File: src/rtl/alu_result_arbiter.sv
// alu_result_arbiter: round-robin arbiter for the 8:1 ALU result mux with valid/ready hold toward writeback
// Ports: clk, rst_n (async active-low); req[7:0] pending results; out_ready consumer accept;
//        sel[2:0] mux select; grant[7:0] one-hot while out_valid; out_valid; ack[7:0] handshake pulse;
//        busy in BUSY; xfer_cnt completed handshakes (wraps).
// Option: ALU_ARB_PRIO0_EN makes requester 0 urgent and leaves the pointer untouched when 0 is served.
module alu_result_arbiter #(
  parameter logic [2:0] RR_INIT = 3'd7,
  parameter int CNT_W = 16
) (
  input  logic             clk,
  input  logic             rst_n,
  input  logic [7:0]       req,
  input  logic             out_ready,
  output logic [2:0]       sel,
  output logic [7:0]       grant,
  output logic             out_valid,
  output logic [7:0]       ack,
  output logic             busy,
  output logic [CNT_W-1:0] xfer_cnt
);
  typedef enum logic {IDLE, BUSY} state_t;
  state_t state, state_nx;
  logic [2:0] ptr, ptr_nx, sel_nx;
  logic [7:0] mask;
  logic hs;
  // Scanning from farthest to nearest so the nearest index after p wins.
  function automatic logic [2:0] pick(input logic [7:0] m, input logic [2:0] p);
    logic [2:0] r, i;
    r = '0;
    for (int k = 7; k >= 0; k--) begin
      i = p + 3'(k + 1);
      if (m[i]) r = i;
    end
`ifdef ALU_ARB_PRIO0_EN
    if (m[0]) r = '0;
`endif
    return r;
  endfunction
  assign out_valid = state == BUSY;
  assign busy = out_valid;
  assign grant = out_valid ? 8'(1) << sel : '0;
  assign hs = out_valid & out_ready;
  assign ack = grant & {8{hs}};
  assign mask = req & ~grant;
  always_comb begin
    state_nx = state;
    sel_nx = sel;
    ptr_nx = ptr;
    if (state == IDLE) begin
      state_nx = |req ? BUSY : IDLE;
      sel_nx = |req ? pick(req, ptr) : sel;
    end else if (out_ready) begin
`ifdef ALU_ARB_PRIO0_EN
      ptr_nx = sel == 3'd0 ? ptr : sel;
`else
      ptr_nx = sel;
`endif
      state_nx = |mask ? BUSY : IDLE;
      sel_nx = |mask ? pick(mask, ptr_nx) : sel;
    end
  end
  always_ff @(posedge clk or negedge rst_n) begin
    if (!rst_n) begin
      state <= IDLE;
      sel <= '0;
      ptr <= RR_INIT;
      xfer_cnt <= '0;
    end else begin
      state <= state_nx;
      sel <= sel_nx;
      ptr <= ptr_nx;
      xfer_cnt <= xfer_cnt + CNT_W'(hs);
    end
  end
endmodule

File: config.mk
export PLATFORM = sky130hd
export DESIGN_NAME = alu_result_arbiter
export DESIGN_NICKNAME = d
export VERILOG_FILES = /design/src/rtl/alu_result_arbiter.sv
export SDC_FILE = /design/constraint.sdc
export NUM_CORES = 1
export LEC_CHECK = 0
export BUFFER_PORTS_ARGS = -buffer_cell sky130_fd_sc_hd__buf_2
export CORE_MARGIN = 5
export CORE_UTILIZATION = 24
export CTS_BUF_LIST = sky130_fd_sc_hd__clkbuf_4 sky130_fd_sc_hd__clkbuf_8 sky130_fd_sc_hd__clkbuf_16
export CTS_CLUSTER_SIZE = 25
export DETAILED_ROUTE_END_ITERATION = 6
export PLACE_DENSITY = 0.37
export RECOVER_POWER = 25
export SLEW_MARGIN = 20
export SYNTH_ARGS = -nofsm -noshare
export SYNTH_HDL_FRONTEND = slang
export SYNTH_SLANG_ARGS = --single-unit
File: constraint.sdc
create_clock -name clk -period 4.4 [get_ports clk]
set_clock_uncertainty 0.05 [all_clocks]
set_input_delay 1.32 -clock clk [delete_from_list [all_inputs] [get_ports clk]]
set_output_delay 1.32 -clock clk [all_outputs]
set_load 0.03 [all_outputs]
# Word level (Yosys, flattened, before mapping)
# Index checks and enable logic that the tools add are counted.
[op_classes]
n_addsub = 15
n_mul = 0
div_mod_pow = 0
order_cmp = 16
eq_ne = 3
shifts = 1
mux = 57
bitwise_logic = 4
reduce_logical = 5
[op_table]
columns = ["cell", "n"]
rows = [
  ["< comparator 3 x 4 -> 1 bit, second input constant", 16],
  ["2-to-1 mux 3 bit", 20],
  ["binary-select mux 1 bit (select 3 bit)", 16],
  ["adder 3 bit, second input constant", 8],
  ["2-to-1 mux 1 bit", 20],
  ["adder 16 x 1 -> 16 bit", 1],
  ["AND 8 bit", 2],
  ["OR reduction 8 bit", 2],
  ["adder 3 x 2 -> 3 bit, second input constant", 4],
  ["!= test 9 x 2 -> 1 bit, second input constant", 1],
  ["2-to-1 mux 8 bit", 1],
  ["NOT 8 bit", 1],
  ["<< shifter 1 x 3 -> 8 bit, first input constant", 1],
  ["adder 3 x 1 -> 3 bit, second input constant", 2],
  ["AND reduction 4 bit", 1],
  ["!= test 2 x 1 -> 1 bit, second input constant", 1],
  ["!= test 2 bit, second input constant", 1],
  ["AND reduction 2 bit", 1],
  ["nonzero test 2 bit", 1],
  ["AND 1 bit", 1],
]
[word_totals]
ff_bits = 23
latch_bits = 0
ram_bits = 0
romBits = 0
inputBits = 11
out_inout_bits = 37
wordCells = 105
mem_count = 0

# Logic depth before layout (Yosys ltp)
[logic_depth]
depth_word = 17
mapped_depth = 13
depth_no_buf = 11

# Worst setup path before layout
# No wires, ideal clock.
[synth_timing]
path_type = "flip-flop to flip-flop"
start = "reg sel[1]"
end = "reg sel[0]"
setup_time_ns = 0.130
t_arrival_ns = 3.347
required_time_ns = 4.220
slack_ns = 0.873
stages_incl_launch_ff = 12
n_path_buf = 2
synth_period_minus_slack_ns = 3.527
path_cell_list = "dfrtp_1 > inv_1 > clkbuf_1 > ha_1 > clkbuf_2 > xnor2_1 > mux2_2 > mux4_2 > and3_4 > a31o_2 > a311o_1 > mux2i_1"
[synth_via]
elab_chain_cells = 16
elab_cells_between_ends = 41
cone_classes = "add/sub: 7; eq/ne: 2; shift: 1; mux: 27; bitwise: 2; reduce/logical: 2"
[synth_rtl]
columns = ["element", "line", "text"]
rows = [
  ["start, declared", "14", "output logic [2:0] sel,"],
  ["start signal, assigned", "70", "sel <= sel_nx;"],
  ["parallel branches: the longest is 16 deep, another holds adder 3 bit", "-", ""],
]
# Several ways; the timed one is not identified. The select of a mux whose other input is x is not followed.
# A chain may end at the register's enable or synchronous reset.

# Worst setup path after layout
[layout_timing]
start = "reg ptr[1]"
end = "reg sel[2]"
[layout_via]
elab_chain_cells = 12
elab_cells_between_ends = 33
cone_classes = "add/sub: 7; mux: 26"
[layout_rtl]
columns = ["element", "line", "text"]
rows = [
  ["start, declared", "23", "logic [2:0] ptr, ptr_nx, sel_nx;"],
  ["start signal, assigned", "71", "ptr <= ptr_nx;"],
  ["adder 3 bit or binary-select mux 1 bit (select 3 bit) (tied branches)", "31, 32", ""],
  ["binary-select mux 1 bit (select 3 bit) or 2-to-1 mux 1 bit (tied branches)", "32", "if (m[i]) r = i;"],
  ["2-to-1 mux 1 bit (implied by the code) or 2-to-1 mux 3 bit (tied branches)", "32", ""],
  ["2-to-1 mux 3 bit (6 in series)", "32", ""],
  ["2-to-1 mux 3 bit (*)", "32", ""],
  ["2-to-1 mux 3 bit (*)", "51", "sel_nx = |req ? pick(req, ptr) : sel;"],
  ["2-to-1 mux 3 bit (*)", "49", "if (state == IDLE) begin"],
]
# Every way passes the cells marked *; elsewhere a longest branch is shown, timed or not. The select of a mux whose other input is x is not followed.

==> results.yml <==
cells_and_area:
  seq_area_um2: 579
  area_delta_synth_final_pct: 15.6
  antenna_cells: 0
  multi_input_area_um2: 2410
  fillers: 1425
  fin_nets: 449
  drive_above_1_share_pct: 23.0
floorplanning:
  die_w_um: 125
  die_h_um: 125
  fp-row-count: 42
  core_area_um2: 13100
  pin_count: 48
  start_util_pct: 24.3
  dieArea_um2: 15600
sta:
  setup_viol: 0
  worst_slew_pin_slew_ns: 1.26
  rsz0062_at_grt: "no"
  fin_crit_ns: 3.64
  finalCritPeriodShare_pct: 82.7
  finalHoldViolCount: 0
  setup_ws_ns: 0.762
  fmax_ghz: 0.275
  tns_ns: 0
  maxSlewHeadroom_pct: 16.2
  finalMaxSlewViolations: 0
cts:
  cts_hold_buf: 0
  cts_tree: "built"
  cts_root_buffer: "clkbuf_16"
  cts_buffers: 3
  clkSlewWorstSetupHoldPaths_ns: 0.06
  clk_path_buf_depth: 2
  cts_max_level: 1
  cts_setup_buffers: 0
  cts.sinks: 23
  insertion_delay_ns: 0.26
  cts_resized: 0
synth:
  ys_seq_area_share_pct: 18.2
  synth_edf_count: 0
  synth_area_leaders: "dfrtp_1, mux4_2, mux2i_1"
  synth-seq-cells: 23
  netlist_instances: 393
  async_reset_ff_share_pct: 100
  avgSynthCellArea_um2: 8.08
  ys.warnings.count: 0
  synth_flop_cell: "dfrtp_1"
  synth_top_area_share_pct: 15.8
  synth_largest_area_cell: "dfrtp_1"
  synth_cell_types: 62
  mappedNetlistArea_um2: 3170
  syn_nets: 415
power_and_ir_drop:
  clock_power_share_pct: 6.6
  p_seq_share_pct: 12.0
  comb_power_share_pct: 81.4
  peakVddDrop_uv: 163
  power_leakage_nw: 1.58
  power_density_nw_per_um2: 847
  p_switching_w: 0.00167
  p_int_w: 0.00144
  swShare_pct: 53.7
global_routing:
  grt_pass1_vias: 3121
  grt_max_degree: 31
  grtUsageTotal_pct: 13.5
  grt_pass1_wl_um: 17600
  antenna_found_initial: 0
  grt.overflow.total: 0
drt:
  ant_nets: 0
  routed_wl_um: 10900
  via_count: 3206
  drc: 0
  dr.pass1.iters: 5
  drtIter0Drc: 281
  wl_per_cell_um: 18.0
  viasPerCell: 5.33
setup_path:
  setup.worst_path.class: "reg2reg"
  end_kind: "register"
  cp_slowest_cell: "a2111oi_1"
  cp.arrival_ns: 3.78
  slowest_delay_ns: 0.81
  required_ns: 4.54
  crit_chain: "inv_1 -> ha_1 -> mux4_2 -> nor2b_1 -> nor3_1 -> a31oi_1 -> a2111oi_1 -> a2bb2oi_1 -> mux2_2"
  cp_max_fo: 13
  cp-start-kind: "register"
job:
  cap_violations: 0
placement:
  io_buffers: 47
  place_hpwl_um: 8310
  dp_slack_ns: 0.422
  gp_congestion: 0.908
min_path:
  holdCritPathClass: "reg2reg"
run_status:
  status: "finished, final reports clean"
layer usage:
| layer | vias up | part of all wire, % | wire (um) | global-route usage, % |
|---|---|---|---|---|
| met3 | 13 | 4.1 | 444 | 0.938 |
| met2 | 100 | 50 | 5390 | 22.7 |
| li1 | 1542 | - | - | - |
| met5 | - | 0 | 0 | 0 |
| met1 | 1551 | 45 | 4840 | 18.6 |
| met4 | 0 | 1.6 | 178 | 3.83 |
power by group through the flow:
stage               logic (W)  registers [W]  clock network, W
global route          0.00276       0.000384          0.000223
global placement      0.00255       0.000381                 0
floorplan             0.00184       0.000429                 0
detailed placement    0.00251       0.000378                 0
finish                0.00253       0.000373          0.000204
CTS                   0.00251       0.000375          0.000215
synth_stat cells (all sizes together) (3+ instances only):
library cell,count
a2111oi,4
a211oi,3
a21boi,3
a21o,3
a21oi,19
a22oi,7
a311oi,3
a31oi,13
and2,16
and3,7
and3b,3
buf,8
clkbuf,21
dfrtp,20
dfstp,3
ha,11
inv,16
mux2,17
mux2i,20
mux4,12
nand2,40
nand2b,4
nand3,11
nand4,6
nor2,22
nor2b,10
nor3,5
o211ai,3
o21ai,26
o22ai,4
o31ai,3
o32ai,3
xnor2,15
xor2,6
path summary, 6_finish.rpt:
| path | startpoint | end | slack, ns | cells past startpoint |
|---|---|---|---|---|
| max in group asynchronous | rst_n | xfer_cnt[7]$_DFF_PN0_ | 2.29 | 1 |
| min | xfer_cnt[15]$_DFF_PN0_ | xfer_cnt[15]$_DFF_PN0_ | 0.42 | 1 |
| min in group asynchronous | rst_n | xfer_cnt[14]$_DFF_PN0_ | 1.26 | 1 |
| min reg2reg | xfer_cnt[15]$_DFF_PN0_ | xfer_cnt[15]$_DFF_PN0_ | 0.42 | 1 |
| max reg2reg | ptr[1]$_DFFE_PN1P_ | sel[2]$_DFFE_PN0P_ | 0.76 | 9 |
| max | ptr[1]$_DFFE_PN1P_ | sel[2]$_DFFE_PN0P_ | 0.76 | 9 |
critical path: cells and delay by family, from the launching register on:
family | cells | cell delay [ns]
buf+inv | 1 | 0.11
fa+ha+maj | 1 | 0.62
compound gates | 3 | 1.11
mux | 2 | 0.79
simple gates | 2 | 0.36
flops | 1 | 0.53
metrics by stage:
stage	utilization, %	std cells	hold WS, ns	power (W)	area [um2]
5_1_grt	28.1	602	0.446	0.00337	3670
6_report	28.1	602	0.419	0.00311	3670
4_1_cts	28.1	602	0.425	0.00310	3670
2_1_floorplan	-	393	0.604	0.00227	3170
3_3_place_gp	27.4	598	0.407	0.00293	3590
3_5_place_dp	27.4	598	0.414	0.00288	3590
state kept, by name, indices dropped and copies added (netlist names):
| signal | count |
|---|---|
| ptr | 3 |
| sel | 3 |
| busy | 1 |
| xfer_cnt | 16 |
cell type report:
cell class	instances	share of cell area (%)
multi-input cells	324	65.6
flip-flops and latches	23	15.8
repair buffers	58	8.62
well taps	176	6.00
clock buffers	4	2.25
inverters	17	1.74
cells by family (layout without fill, tap and decap cells):
kind of cell / Yosys count / after routing / share of synthesized area, %
adder cells (fa/ha/maj): 11 / 11 / 4.34
flip-flops: 23 / 23 / 18.3
buffers and inverters: 46 / 79 / 5.91
AO/OA/AOI/OAI: 114 / 114 / 24.1
multiplexers: 49 / 49 / 21.0
XOR/XNOR: 21 / 21 / 5.79
AND/OR/NAND/NOR: 129 / 129 / 20.6
layout by cell type (no fill, tap or decap), types with 13 or more instances in the layout:
cell,synthesis,routed
mux2i_1,20,20
a31oi_1,13,13
xnor2_1,15,15
dfrtp_1,20,20
o21ai_0,26,26
mux2_2,17,17
nand2_1,40,40
nor2_1,22,22
buf_2,5,46
inv_1,15,15
a21oi_1,19,19
and2_1,16,16
Note: power is estimated with default switching activity, not from simulation.
